**src/rtl/muldiv_unit.sv**
```systemverilog
// -----------------------------------------------------------------------------
// muldiv_unit
//   Iterative RV32M multiply/divide unit for the multicycle CPU. Accepts the
//   two register-file operands on a start request and returns the
//   MUL/MULH/MULHSU/MULHU/DIV/DIVU/REM/REMU result with a one-cycle write
//   strobe for the register-file write port.
//
//   Datapath: operands are reduced to magnitudes at accept, the core loop
//   works unsigned (shift-add multiply or restoring divide, one bit per
//   cycle, XLEN cycles), and the sign is re-applied when the result is
//   registered.
//
//   Optional build macro:
//     MULDIV_FAST_MUL_EN - multiplies use a single-cycle full-width product
//                          registered at accept (IDLE -> DONE). Divides are
//                          unchanged. Undefined: all ops are iterative.
//
// Ports:
//   clk         system clock, rising edge
//   rst         synchronous active-high reset, aborts any operation
//   start       request, sampled only while idle
//   funct3      RV32M operation select
//   operand_a   rs1 value
//   operand_b   rs2 value
//   dest_reg    rd index
//   busy        operation in flight (control unit stalls on this)
//   done        one-cycle result-valid pulse
//   result      computed value, held until the next completion
//   result_reg  rd index belonging to result
//   reg_write   done qualified by result_reg != 0
// -----------------------------------------------------------------------------
module muldiv_unit #(
  parameter int XLEN       = 32,
  parameter int REG_ADDR_W = 5
) (
  input  logic                  clk,
  input  logic                  rst,
  input  logic                  start,
  input  logic [2:0]            funct3,
  input  logic [XLEN-1:0]       operand_a,
  input  logic [XLEN-1:0]       operand_b,
  input  logic [REG_ADDR_W-1:0] dest_reg,
  output logic                  busy,
  output logic                  done,
  output logic [XLEN-1:0]       result,
  output logic [REG_ADDR_W-1:0] result_reg,
  output logic                  reg_write
);

  localparam int                AW       = 2 * XLEN;
  localparam int                CW       = $clog2(XLEN);
  localparam logic [CW-1:0]     CNT_LAST = CW'(XLEN - 1);
  localparam logic [XLEN-1:0]   ZERO     = {XLEN{1'b0}};
  localparam logic [XLEN-1:0]   ALL_ONES = {XLEN{1'b1}};
  localparam logic [XLEN-1:0]   INT_MIN  = {1'b1, {(XLEN-1){1'b0}}};
  localparam logic [AW-1:0]     ZERO_W   = {AW{1'b0}};

  typedef enum logic [1:0] {
    ST_IDLE = 2'd0,
    ST_CALC = 2'd1,
    ST_DONE = 2'd2
  } state_t;

  // Two's-complement negate when en is set
  function automatic logic [XLEN-1:0] neg_if(input logic [XLEN-1:0] v, input logic en);
    logic [XLEN-1:0] r;
    if (en) begin
      r = ZERO - v;
    end else begin
      r = v;
    end
    return r;
  endfunction

  // Double-width variant for the full product
  function automatic logic [AW-1:0] neg_wide_if(input logic [AW-1:0] v, input logic en);
    logic [AW-1:0] r;
    if (en) begin
      r = ZERO_W - v;
    end else begin
      r = v;
    end
    return r;
  endfunction

  state_t                  state_r;
  logic [CW-1:0]           counter_r;
  logic [2:0]              op_r;
  logic [REG_ADDR_W-1:0]   rd_r;
  logic [XLEN-1:0]         ma_r;
  logic [XLEN-1:0]         mb_r;
  logic                    neg_r;
  // Multiply: {high partial, multiplier shifting out}. Divide: {remainder, quotient}.
  logic [AW-1:0]           acc_r;

  logic                    a_signed_s;
  logic                    b_signed_s;
  logic                    sa_s;
  logic                    sb_s;
  logic [XLEN-1:0]         ma_start_s;
  logic [XLEN-1:0]         mb_start_s;
  logic                    neg_start_s;
  logic                    div_zero_s;
  logic                    div_ovf_s;

  logic [XLEN:0]           mul_sum_s;
  logic [AW-1:0]           mul_next_s;
  logic [XLEN:0]           rem_shift_s;
  logic [XLEN-1:0]         div_diff_s;
  logic [AW-1:0]           div_next_s;

  logic [AW-1:0]           prod_fix_s;
  logic [XLEN-1:0]         lo_fix_s;
  logic [XLEN-1:0]         hi_fix_s;
  logic [XLEN-1:0]         final_s;

  // Request decode: operand signedness, magnitudes, result sign, special cases
  always_comb begin
    a_signed_s = 1'b0;
    b_signed_s = 1'b0;
    case (funct3)
      3'b001:         begin a_signed_s = 1'b1; b_signed_s = 1'b1; end
      3'b010:         begin a_signed_s = 1'b1; b_signed_s = 1'b0; end
      3'b100, 3'b110: begin a_signed_s = 1'b1; b_signed_s = 1'b1; end
      default:        begin a_signed_s = 1'b0; b_signed_s = 1'b0; end
    endcase
    sa_s       = a_signed_s & operand_a[XLEN-1];
    sb_s       = b_signed_s & operand_b[XLEN-1];
    ma_start_s = neg_if(operand_a, sa_s);
    mb_start_s = neg_if(operand_b, sb_s);
    // Remainder follows the dividend; product and quotient follow sa^sb
    if (funct3[2] && funct3[1]) begin
      neg_start_s = sa_s;
    end else begin
      neg_start_s = sa_s ^ sb_s;
    end
    div_zero_s = funct3[2] & (operand_b == ZERO);
    div_ovf_s  = funct3[2] & ~funct3[0] & (operand_a == INT_MIN) & (operand_b == ALL_ONES);
  end

`ifdef MULDIV_FAST_MUL_EN
  logic [AW-1:0] fast_a_s;
  logic [AW-1:0] fast_b_s;
  logic [AW-1:0] fast_prod_s;

  // Single-cycle product; sign extension makes the truncated product exact
  always_comb begin
    fast_a_s    = {{XLEN{sa_s}}, operand_a};
    fast_b_s    = {{XLEN{sb_s}}, operand_b};
    fast_prod_s = fast_a_s * fast_b_s;
  end
`endif

  // One iteration of shift-add multiply and of restoring divide
  always_comb begin
    if (acc_r[0]) begin
      mul_sum_s = {1'b0, acc_r[AW-1:XLEN]} + {1'b0, ma_r};
    end else begin
      mul_sum_s = {1'b0, acc_r[AW-1:XLEN]};
    end
    mul_next_s  = {mul_sum_s, acc_r[XLEN-1:1]};

    rem_shift_s = {acc_r[AW-1:XLEN], acc_r[XLEN-1]};
    // Only used when the trial subtract succeeds, so the top bit is always zero
    div_diff_s  = rem_shift_s[XLEN-1:0] - mb_r;
    if (rem_shift_s >= {1'b0, mb_r}) begin
      div_next_s = {div_diff_s, acc_r[XLEN-2:0], 1'b1};
    end else begin
      div_next_s = {rem_shift_s[XLEN-1:0], acc_r[XLEN-2:0], 1'b0};
    end
  end

  // Sign correction and result field select
  always_comb begin
    prod_fix_s = neg_wide_if(acc_r, neg_r);
    lo_fix_s   = neg_if(acc_r[XLEN-1:0], neg_r);
    hi_fix_s   = neg_if(acc_r[AW-1:XLEN], neg_r);
    case (op_r)
      3'b000:                 final_s = prod_fix_s[XLEN-1:0];
      3'b001, 3'b010, 3'b011: final_s = prod_fix_s[AW-1:XLEN];
      3'b100, 3'b101:         final_s = lo_fix_s;
      3'b110, 3'b111:         final_s = hi_fix_s;
      default:                final_s = ZERO;
    endcase
  end

  // Control FSM, iteration datapath and registered outputs
  always_ff @(posedge clk) begin
    if (rst) begin
      state_r    <= ST_IDLE;
      counter_r  <= {CW{1'b0}};
      op_r       <= 3'b000;
      rd_r       <= {REG_ADDR_W{1'b0}};
      ma_r       <= ZERO;
      mb_r       <= ZERO;
      neg_r      <= 1'b0;
      acc_r      <= ZERO_W;
      busy       <= 1'b0;
      done       <= 1'b0;
      reg_write  <= 1'b0;
      result     <= ZERO;
      result_reg <= {REG_ADDR_W{1'b0}};
    end else begin
      case (state_r)
        ST_IDLE: begin
          done      <= 1'b0;
          reg_write <= 1'b0;
          if (start) begin
            op_r      <= funct3;
            rd_r      <= dest_reg;
            counter_r <= {CW{1'b0}};
            busy      <= 1'b1;
            if (div_zero_s) begin
              // Quotient all ones, remainder is the raw dividend
              acc_r   <= {operand_a, ALL_ONES};
              neg_r   <= 1'b0;
              state_r <= ST_DONE;
            end else if (div_ovf_s) begin
              acc_r   <= {ZERO, INT_MIN};
              neg_r   <= 1'b0;
              state_r <= ST_DONE;
            end
`ifdef MULDIV_FAST_MUL_EN
            else if (!funct3[2]) begin
              acc_r   <= fast_prod_s;
              neg_r   <= 1'b0;
              state_r <= ST_DONE;
            end
`endif
            else begin
              ma_r    <= ma_start_s;
              mb_r    <= mb_start_s;
              neg_r   <= neg_start_s;
              // Divide shifts the dividend out of the low half; multiply the multiplier
              if (funct3[2]) begin
                acc_r <= {ZERO, ma_start_s};
              end else begin
                acc_r <= {ZERO, mb_start_s};
              end
              state_r <= ST_CALC;
            end
          end else begin
            state_r <= ST_IDLE;
          end
        end
        ST_CALC: begin
          if (op_r[2]) begin
            acc_r <= div_next_s;
          end else begin
            acc_r <= mul_next_s;
          end
          counter_r <= counter_r + CW'(1);
          if (counter_r == CNT_LAST) begin
            state_r <= ST_DONE;
          end else begin
            state_r <= ST_CALC;
          end
        end
        ST_DONE: begin
          result     <= final_s;
          result_reg <= rd_r;
          done       <= 1'b1;
          reg_write  <= (rd_r != {REG_ADDR_W{1'b0}});
          busy       <= 1'b0;
          state_r    <= ST_IDLE;
        end
        default: begin
          state_r   <= ST_IDLE;
          busy      <= 1'b0;
          done      <= 1'b0;
          reg_write <= 1'b0;
        end
      endcase
    end
  end

endmodule

```
**config.mk**
```make
export PLATFORM = sky130hd
export DESIGN_NAME = muldiv_unit
export DESIGN_NICKNAME = d
export VERILOG_FILES = /design/src/rtl/muldiv_unit.sv
export SDC_FILE = /design/constraint.sdc
export NUM_CORES = 1
export LEC_CHECK = 0
export CAP_MARGIN = 20
export CORE_MARGIN = 4
export CORE_UTILIZATION = 65
export DETAILED_ROUTE_END_ITERATION = 8
export DONT_BUFFER_PORTS = 1
export GPL_TIMING_DRIVEN = 0
export PLACE_DENSITY = 0.93
export SLEW_MARGIN = 20
export SYNTH_ARGS = -nofsm -noshare
export SYNTH_HDL_FRONTEND = slang
export SYNTH_SLANG_ARGS = --single-unit
```
**constraint.sdc**
```tcl
create_clock -name clk -period 5.4 [get_ports clk]
set_input_delay 1.35 -clock clk [delete_from_list [all_inputs] [get_ports clk]]
set_output_delay 1.35 -clock clk [all_outputs]
set_load 0.02 [all_outputs]
```
==> results.txt <==
Status - finished with violations
Failing checks - design-rule violations
Synth area leaders - dfxtp_1 (24%), a21oi_1 (6.3%), ha_1 (5.9%)
Slowest CP cell - a2111oi_0
Residual DRC - 3
Layout cells sized above 1 - 5.17%
Later-pin clock latency in the skew report - 0.47 ns
Fill count - 1,927
First-pass GRT wire length - 96,100 um
Die width - 161 um
Clock skew - 0.0226 ns
Pwr dens - 276 nW/um^2
Mapped cell area - 15,100 sq um
Cell area after placement - 15,500 sq um
Synth warn - 0
Clk slew on worst S/H paths - 0.09 ns
Congestion Overflow GR - 0
DRT iter0 DRCs - 2,685
Crit-path cells - ha_1 > a2111oi_0 > a211oi_1 > o21ai_0 > a211oi_1 > a21oi_1 > buf_2 > buf_1 > a21oi_1 > o21ai_0 > o31ai_1 > a211oi_1
Vias in the first global route - 16,010
Routed Antenna Nets - 0
Drt first pass iters - 9
Crit end category - register
Critical path class - register to register
Setup Total Neg Slack - 0 ns
Routed wire per std cell - 27.0 um
Final nets - 2,223
Synthesized instance count - 2,056
Syn Area/Cell - 7.36 sq um
Worst-path maximum fanout - 10
Final Cell Area - 16,100 sq um
Post-CTS setup buffer count - 0
Post-CTS sizing - 0
P_leak - 0.00616 uW
Setup crit start kind - register
TritonCTS clock tree - done
Yosys top cell area share - 24.3%
Commonest non-fill, non-tap cell in the layout - nor2_1
Max incr delay on CP - 0.78 ns
Core Area - 22,800 sq um
Total power - 4450 uW
Worst VDD drop - 0.221 mV
Die ar. - 25,800 sq um
Detailed Route WL - 64,800 um
Worst Hold Class - register to register
# rows - 55
Hold WS - 0.469 ns
Pin count of the biggest net entering global routing - 21
Initial antenna violation count - 1
Multi-input gate area - 10,600 sq um
CTS root buf - clkbuf_16
Height of the die - 161 um
Max Root-Sink Buffers - 2
Post-route clock period utilization - 88.1%
#FFs+latches synth - 184
Area grow syn2layout - 6.61%
Boundary Pins - 115
Final hold violation count - 0
Vias per cell - 7.21
H-tree depth - 4
Syn_nets - 2,204
Global Route Usage Sum - 48.2%
Synth cell types - 74
Worst EP arrival - 5.12 ns
Async set or reset register ratio after synthesis - 0%
Input/output buffers - 0
FF+latch area - 3680 sq um
Post-DP HPWL - 50,400 um
Most frequent cells in the layout - nor2_1 (216), nand2_1 (202), a21oi_1 (191)
Worst Max-Slew Pin Slew - 1.07 ns
Tmin final - 4.76 ns
Initial Utilization - 66.5%
Sequential element share of the synthesized area - 24.3%
Maxcap violations - 0
Max reg flops - 64
DR vias - 17,332
Most used cell, CP - a211oi_1
Critical Path RT - 5.76 ns
Final count of negative-setup-slack endpoints - 0
Clock sinks - 184
Max_slew headroom - 29.0%
Gpl congestion - 1.12
Num CTS Buffers - 17
Cell taking the most area after synthesis - dfxtp_1
F_max - 210 MHz
Unrepaired setup endpoints after global routing - no
Hold_buf cts - 0
Most used DFF post-synth - dfxtp_1
Number of synthesized flops with an enable pin - 0
Slew Viols, Final - 0
cell type report:
class / instances / share of cell area (%)
clock inverter: 14 / 1.09
clock buffer: 18 / 2.66
multi-input combinational: 1663 / 65.9
sequential: 184 / 22.8
buffer: 146 / 3.60
tap: 313 / 2.43
antenna: 2 / 0.0310
inverter: 63 / 1.47
path summary, 6_finish.rpt:
path	cells after the start	startpoint	to	slack (ns)
worst min-delay path	2	ma_r[0]$_SDFFE_PP0P_	ma_r[0]$_SDFFE_PP0P_	0.47
worst min register to register	2	ma_r[0]$_SDFFE_PP0P_	ma_r[0]$_SDFFE_PP0P_	0.47
worst max-delay path	12	acc_r[37]$_SDFFE_PP0P_	acc_r[59]$_SDFFE_PP0P_	0.64
worst max register to register	12	acc_r[37]$_SDFFE_PP0P_	acc_r[59]$_SDFFE_PP0P_	0.64
worst max-delay path, delay by kind of cell, from the launching register on:
family / cells / cell delay (ns)
buffers and inverters: 2 / 0.93
DFF: 1 / 0.65
adders and majority gates: 1 / 0.40
AOI/OAI and AO/OA: 9 / 2.67
cell families (layout without fill, tap and decap cells):
kind of cell / count (synthesis) / in the layout / share of synthesized area [%]
AOI/OAI and AO/OA: 671 / 671 / 28.5
xor gates and xnor gates: 179 / 179 / 10.4
adders and majority gates: 73 / 73 / 6.13
buffers and inverters: 209 / 241 / 5.40
DFF: 184 / 184 / 24.3
muxes: 64 / 64 / 4.49
other: 0 / 2 / 0
and+or+nand+nor: 676 / 676 / 20.8
power by group:
group	internal [uW]	switching, uW
clock network	633	720
logic	527	999
registers	1440	125
total	2600	1840
per-layer routing:
| layer | GRT usage [%] | vias up | share of wire (%) |
|---|---|---|---|
| met5 | 0 | - | 0.017 |
| met4 | 25.1 | 2 | 7.0 |
| met3 | 18.8 | 335 | 17 |
| met2 | 68.1 | 1454 | 39 |
| met1 | 63.4 | 7988 | 37 |
| li1 | - | 7553 | - |
metrics by stage:
step / setup WS, ns / util (%) / instances
final: 0.641 / 70.9 / 2403
after floorplan: 1.41 / - / 2056
after detailed placement: 0.502 / 68.2 / 2369
after global routing: 0.478 / 70.8 / 2401
after CTS: 0.874 / 70.8 / 2401
after global placement: 0.534 / 68.2 / 2369
Yosys cell counts (33+ instances only):
library cell,number
o22ai_1,40
nor2_1,216
nand2_1,202
a21oi_1,191
ha_1,71
mux2i_1,33
inv_1,63
xnor2_1,91
nand3_1,36
a211oi_1,90
dfxtp_1,184
xor2_1,88
nor3_1,60
clkbuf_1,118
o21ai_0,128
Note: power is estimated with default switching activity, not from simulation.
